===== config.mk =====
export PLATFORM = sky130hd
export DESIGN_NAME = eth_rx_framer
export DESIGN_NICKNAME = d
export VERILOG_FILES = /design/src/rtl/eth_pkg.sv /design/src/rtl/eth_crc32_d8.sv /design/src/rtl/eth_rx_framer.sv
export SDC_FILE = /design/constraint.sdc
export NUM_CORES = 1
export LEC_CHECK = 0
export CELL_PAD_IN_SITES_DETAIL_PLACEMENT = 1
export CELL_PAD_IN_SITES_GLOBAL_PLACEMENT = 1
export CORE_MARGIN = 2
export CORE_UTILIZATION = 29
export CTS_CLUSTER_SIZE = 8
export DETAILED_ROUTE_END_ITERATION = 10
export GPL_ROUTABILITY_DRIVEN = 0
export PLACE_DENSITY = 0.52
export REMOVE_ABC_BUFFERS = 1
export SETUP_SLACK_MARGIN = 0.2
export SKIP_CTS_REPAIR_TIMING = 1
export SYNTH_ARGS = -nofsm -noshare
export SYNTH_HDL_FRONTEND = slang
export SYNTH_HIERARCHICAL = 1
export SYNTH_SLANG_ARGS = --single-unit

===== constraint.sdc =====
create_clock -name clk -period 2.89 [get_ports clk]
set_input_delay 0.289 -clock clk [delete_from_list [all_inputs] [get_ports clk]]
set_output_delay 0.289 -clock clk [all_outputs]
set_load 0.1 [all_outputs]

===== src/rtl/eth_pkg.sv =====
// Shared Ethernet constants and the rx framer state encoding.
// Latency: n/a (declarations only).
// Backpressure: n/a.
package eth_pkg;

  localparam logic [7:0]  ETH_PREAMBLE    = 8'h55;
  localparam logic [7:0]  ETH_SFD         = 8'hD5;
  localparam logic [31:0] ETH_CRC_POLY    = 32'hEDB88320;
  localparam logic [31:0] ETH_CRC_INIT    = 32'hFFFFFFFF;
  localparam logic [31:0] ETH_CRC_RESIDUE = 32'hDEBB20E3;
  localparam int          ETH_MIN_LEN     = 64;
  localparam int          ETH_MAX_LEN     = 1518;

  typedef enum logic [1:0] {
    ST_IDLE  = 2'd0,
    ST_PREAM = 2'd1,
    ST_BODY  = 2'd2,
    ST_DROP  = 2'd3
  } rx_state_t;

endpackage


===== src/rtl/eth_crc32_d8.sv =====
// Next-state of the reflected Ethernet CRC-32 after one byte, LSB first.
// Latency: combinational.
// Backpressure: none (pure function of its inputs).
module eth_crc32_d8
  import eth_pkg::*;
(
  input  logic [31:0] crc_in,
  input  logic [7:0]  data,
  output logic [31:0] crc_out
);

  // Eight unrolled shift/xor steps, data bit 0 enters first.
  always_comb begin
    crc_out = crc_in;
    for (int i = 0; i < 8; i++) begin
      crc_out = (crc_out[0] ^ data[i]) ? ((crc_out >> 1) ^ ETH_CRC_POLY) : (crc_out >> 1);
    end
  end

endmodule


===== src/rtl/eth_rx_framer.sv =====
// GMII rx framer: strips preamble/SFD and FCS, delimits the body with sop/eop and a verdict.
// Latency: body byte N leaves 1 cycle after byte N+5 is sampled; last byte 1 cycle after rx_dv falls.
// Backpressure: none; the consumer must accept every o_data_vl beat.
module eth_rx_framer
  import eth_pkg::*;
#(
  parameter int MIN_LEN = ETH_MIN_LEN,
  parameter int MAX_LEN = ETH_MAX_LEN,
  parameter int CNT_W   = 16
) (
  input  logic             clk,
  input  logic             rst,
  input  logic [7:0]       i_data,
  input  logic             i_data_vl,
  output logic [7:0]       o_data,
  output logic             o_data_vl,
  output logic             o_sop,
  output logic             o_eop,
  output logic             o_crc_ok,
  output logic [15:0]      o_len,
  output logic [CNT_W-1:0] o_frames_ok,
  output logic [CNT_W-1:0] o_frames_bad
);

  localparam logic [15:0] MIN_L = 16'(MIN_LEN);
  localparam logic [15:0] MAX_L = 16'(MAX_LEN);

  rx_state_t       state;
  logic [15:0]     cnt;       // bytes seen after the SFD, saturating
  logic [31:0]     crc;
  logic [31:0]     crc_nxt;
  logic [4:0][7:0] dly;       // dly[4] is the oldest byte, i.e. the next one out
  logic            vl_q;
  logic [15:0]     cnt_inc;
  logic            frame_ok;

  eth_crc32_d8 u_crc (
    .crc_in  (crc),
    .data    (i_data),
    .crc_out (crc_nxt)
  );

  assign cnt_inc  = (cnt == 16'hFFFF) ? cnt : cnt + 16'd1;
  assign frame_ok = (crc == ETH_CRC_RESIDUE) && (cnt >= MIN_L) && (cnt <= MAX_L);

  // Previous rx_dv, deliberately tracked through reset so a frame already in flight
  // when reset releases is recognised and dropped rather than mistaken for a new start.
  always_ff @(posedge clk) begin
    vl_q <= i_data_vl;
  end

  // Framing FSM with registered outputs; the 5-byte delay line hides the FCS.
  always_ff @(posedge clk) begin
    if (rst) begin
      state        <= ST_IDLE;
      cnt          <= '0;
      crc          <= ETH_CRC_INIT;
      dly          <= '0;
      o_data       <= '0;
      o_data_vl    <= 1'b0;
      o_sop        <= 1'b0;
      o_eop        <= 1'b0;
      o_crc_ok     <= 1'b0;
      o_len        <= '0;
      o_frames_ok  <= '0;
      o_frames_bad <= '0;
    end else begin
      o_data    <= '0;
      o_data_vl <= 1'b0;
      o_sop     <= 1'b0;
      o_eop     <= 1'b0;
      o_crc_ok  <= 1'b0;
      o_len     <= '0;
      case (state)
        ST_IDLE: begin
          if (i_data_vl) begin
            state <= (i_data == ETH_PREAMBLE && !vl_q) ? ST_PREAM : ST_DROP;
          end
        end
        ST_PREAM: begin
          if (!i_data_vl) begin
            state <= ST_IDLE;
          end else if (i_data == ETH_SFD) begin
            state <= ST_BODY;
            crc   <= ETH_CRC_INIT;
            cnt   <= '0;
          end else if (i_data != ETH_PREAMBLE) begin
            state <= ST_DROP;
          end
        end
        ST_BODY: begin
          if (i_data_vl) begin
            dly <= {dly[3:0], i_data};
            crc <= crc_nxt;
            cnt <= cnt_inc;
            // Line already full: the oldest byte cannot be FCS, release it.
            if (cnt >= 16'd5) begin
              o_data    <= dly[4];
              o_data_vl <= 1'b1;
              o_sop     <= (cnt == 16'd5);
            end
          end else begin
            state <= ST_IDLE;
            dly   <= '0;
            if (cnt >= 16'd5) begin
              // dly[3:0] hold the FCS; dly[4] is the last body byte.
              o_data    <= dly[4];
              o_data_vl <= 1'b1;
              o_sop     <= (cnt == 16'd5);
              o_eop     <= 1'b1;
              o_crc_ok  <= frame_ok;
              o_len     <= cnt - 16'd4;
              if (frame_ok) begin
                if (!(&o_frames_ok)) o_frames_ok <= o_frames_ok + CNT_W'(1);
              end else begin
                if (!(&o_frames_bad)) o_frames_bad <= o_frames_bad + CNT_W'(1);
              end
            end else begin
              // Nothing beyond a (partial) FCS arrived: discard silently but count it.
              if (!(&o_frames_bad)) o_frames_bad <= o_frames_bad + CNT_W'(1);
            end
          end
        end
        ST_DROP: begin
          if (!i_data_vl) state <= ST_IDLE;
        end
        default: state <= ST_IDLE;
      endcase
    end
  end

endmodule


==> impl_metrics.csv <==
group,metric,value,unit
yosys,ys_async_sr_fraction,0,%
placement,dp_hpwl,13.5,mm
yosys,synthFlopType,"dfxtp_1",
sta,report.final.slew_viol_count,0,
floorplanning,ios,71,
cells_and_area,antenna_cells,0,
sta,tightest_slew,0.652,ns
sta,clock_skew,0.00928,ns
sta,relSlewSlack,56.3,%
cells_and_area,area.growth.synth_to_final,25.1,%
floorplanning,die_y,160,um
routing,drt-initial-drc-count,313,
power_and_ir_drop,power.density,564,nW/um2
sta,min_period_over_period,91.5,%
global_routing,grt_max_degree,52,
routing,drtPass1Iterations,7,
global_routing,grt_pass1_wl,32.3,mm
sta,hold_viol,0,
yosys,synth_seq_cells,151,
sta,rsz0062_at_grt,"yes",
sta,fmax,0.378,GHz
worst_hold_path,min_path_type,"in -> reg",
floorplanning,die-width,160,um
yosys,synth_area_leaders,"dfxtp_1, xnor2_1, nand3_1",
setup_path,critPathCaptureType,"flop",
global_routing,grt_remaining_overflow,0,
global_routing,grt_pass1_vias,5943,
floorplanning,num_rows,56,
routing,viasPerCell,4.96,
global_routing,grtUsageTotal,15.7,%
cells_and_area,drive_above_1_share,20.8,%
yosys,synth_edf_count,0,
clocking,root_buffer,"clkbuf_16",
cells_and_area,fillCellCount,2723,
yosys,synthesis.area,7030,um2
yosys,yosysSeqAreaShare,43.0,%
setup_path,crit_type,"reg -> reg",
clocking,clockBufferDepth,2,
setup_path,critPathLaunchType,"flop",
routing,wl,19.8,mm
yosys,synthCells,739,
routing,antenna_left,0,
clocking,clkLatencyLatePin,0.42,ns
clocking,cts_tree,"yes",
power_and_ir_drop,power,0.00496,W
yosys,yosysTopAreaCell,"dfxtp_1",
yosys,synth.distinct_cells,57,
routing,routed-via-count,5753,
setup_path,cp.arrival,2.99,ns
power_and_ir_drop,ir_worst_vdd,0.000260,V
sta,fin_crit,2.64,ns
sta,setup_violations,0,
yosys,synth_top_area_share,43.0,%
outcome,outcome,"completed",
yosys,ys_warn_count,6,
placement,dpl_worst_slack,0.0432,ns
flow_run,cap_violations,0,
cells_and_area,nets,849,
yosys,syn_area_per_cell,9.51,um2
floorplanning,core_area,23600,um2
clocking,cts_sinks,151,
routing,drcViolationCount,0,
sta,setup_ws,0.246,ns
power_and_ir_drop,leakagePower,3.34,nW
clocking,cts_buffers,17,
routing,wl_per_cell,17.1,um
floorplanning,start_util,29.8,%
clocking,path_clk_slew,0.07,ns
floorplanning,dieArea,25500,um2
placement,port_buffers,70,
setup_path,cp.required,3.24,ns
clocking,htreeDepth,4,
global_routing,grt_antenna_before_repair,0,
setup_path,critPathMaxFanout,11,
[critical path: stages (launching register included)]
cell and delay, ns:
dfxtp_2 0.34, or4b_4 0.55, nor4_4 0.28, nand3_2 0.17, buf_4 0.19, or4_4 0.52
or3_1 0.38, a21oi_1 0.14
[flip-flops by register name, summed over array words and instances (netlist names)]
register and flops:
dly 40, o_len 16, o_frames_bad 16, state 2, o_data 8, cnt 16, crc 32, o_sop 1
o_frames_ok 16, vl_q 1, o_data_vl 1, o_eop 1, o_crc_ok 1
[through the flow]
| stage | TNS, ns | cell area [um2] | utilization (%) | cells | hold slack (ns) |
|---|---|---|---|---|---|
| finish | 0 | 8800 | 37.3 | 1160 | 0.416 |
| global route | 0 | 8800 | 37.3 | 1160 | 0.421 |
| CTS | 0 | 8690 | 36.8 | 1156 | 0.409 |
| detailed placement | 0 | 8140 | 34.5 | 1124 | 0.442 |
| global placement | 0 | 8140 | 34.5 | 1124 | 0.433 |
| floorplan | -45.53 | 6830 | - | 690 | 0.317 |
[Yosys cell counts (all sizes together) (2+ instances only)]
| cell | instances |
|---|---|
| dfxtp | 151 |
| nand3 | 65 |
| a21oi | 61 |
| xnor2 | 60 |
| nand2 | 58 |
| nor2 | 58 |
| clkbuf | 36 |
| a221o | 32 |
| xor2 | 22 |
| nand4 | 19 |
| inv | 14 |
| xnor3 | 14 |
| buf | 13 |
| nor4 | 12 |
| o21ai | 12 |
| or3 | 11 |
| and2 | 10 |
| ha | 10 |
| nor3 | 10 |
| or4 | 8 |
| nand4b | 7 |
| o31ai | 7 |
| or4b | 7 |
| a211oi | 5 |
| nand2b | 4 |
| xor3 | 4 |
| and3 | 3 |
| and4 | 3 |
| a311oi | 2 |
| mux2i | 2 |
| nand3b | 2 |
| nor2b | 2 |
| o41ai | 2 |
[area by class of cell]
class                   count  area, um2  share of cell area, %
repair buffers            117        915                   10.4
multi-input cells         527       3840                   43.7
clock buffers              17        425                   4.84
inverters                  14       52.6                  0.597
well taps                 319        399                   4.54
clock inverters            15        133                   1.51
flip-flops and latches    151       3030                   34.4
[power by group]
part           leakage (nW)  total, W  internal, W  switching (W)
Combinational          1.86  0.000685     0.000362       0.000322
Sequential             1.22   0.00215      0.00211      0.0000351
Clock                 0.260   0.00213      0.00113       0.000997
[logic make-up (layout without fill, tap and decap cells)]
family                     count (synthesis)  count (layout)  synth area share (%)
muxes                                      3               3                 0.445
buffers and inverters                     63             163                  3.61
AOI/OAI and AO/OA                        129             129                  12.6
and+or+nand+nor                          283             285                  20.9
DFF                                      151             151                  43.0
xor gates and xnor gates                 100             100                  17.7
adders and majority gates                 10              10                  1.78
[placed cells by master, fill, tap and decap left out, types with 10 or more instances in the layout]
master and count:
a21oi_1 61, a221o_1 32, and2_1 10, buf_4 105, clkbuf_16 17, dfxtp_1 147
inv_1 13, nand2_1 58, nand3_1 64, nand4_1 19, nor2_1 58, nor3_1 10
or3_1 11, xnor2_1 50, xnor3_1 14, xor2_1 22
[worst paths after layout]
kind                                      startpoint                            to  slack [ns]  cells past startpoint
worst max-delay path            crc[12]$_SDFFE_PP1P_  o_frames_ok[11]$_SDFFE_PP0P_        0.25                      7
worst min register to register  dly[33]$_SDFFE_PP0P_          dly[33]$_SDFFE_PP0P_        0.45                      2
worst max register to register  crc[12]$_SDFFE_PP1P_  o_frames_ok[11]$_SDFFE_PP0P_        0.25                      7
worst min-delay path                             rst          o_data_vl$_SDFF_PP0_        0.42                      3
[layer usage]
metal | vias to the layer above | global-route usage [%] | routed length (um)
li1 | 2826 | - | -
met1 | 2828 | 21.1 | 9560
met2 | 87 | 25.8 | 9400
met3 | 12 | 3.06 | 653
met4 | 0 | 4.21 | 190
met5 | - | 0 | 0
Note: power is estimated with default switching activity, not from simulation.
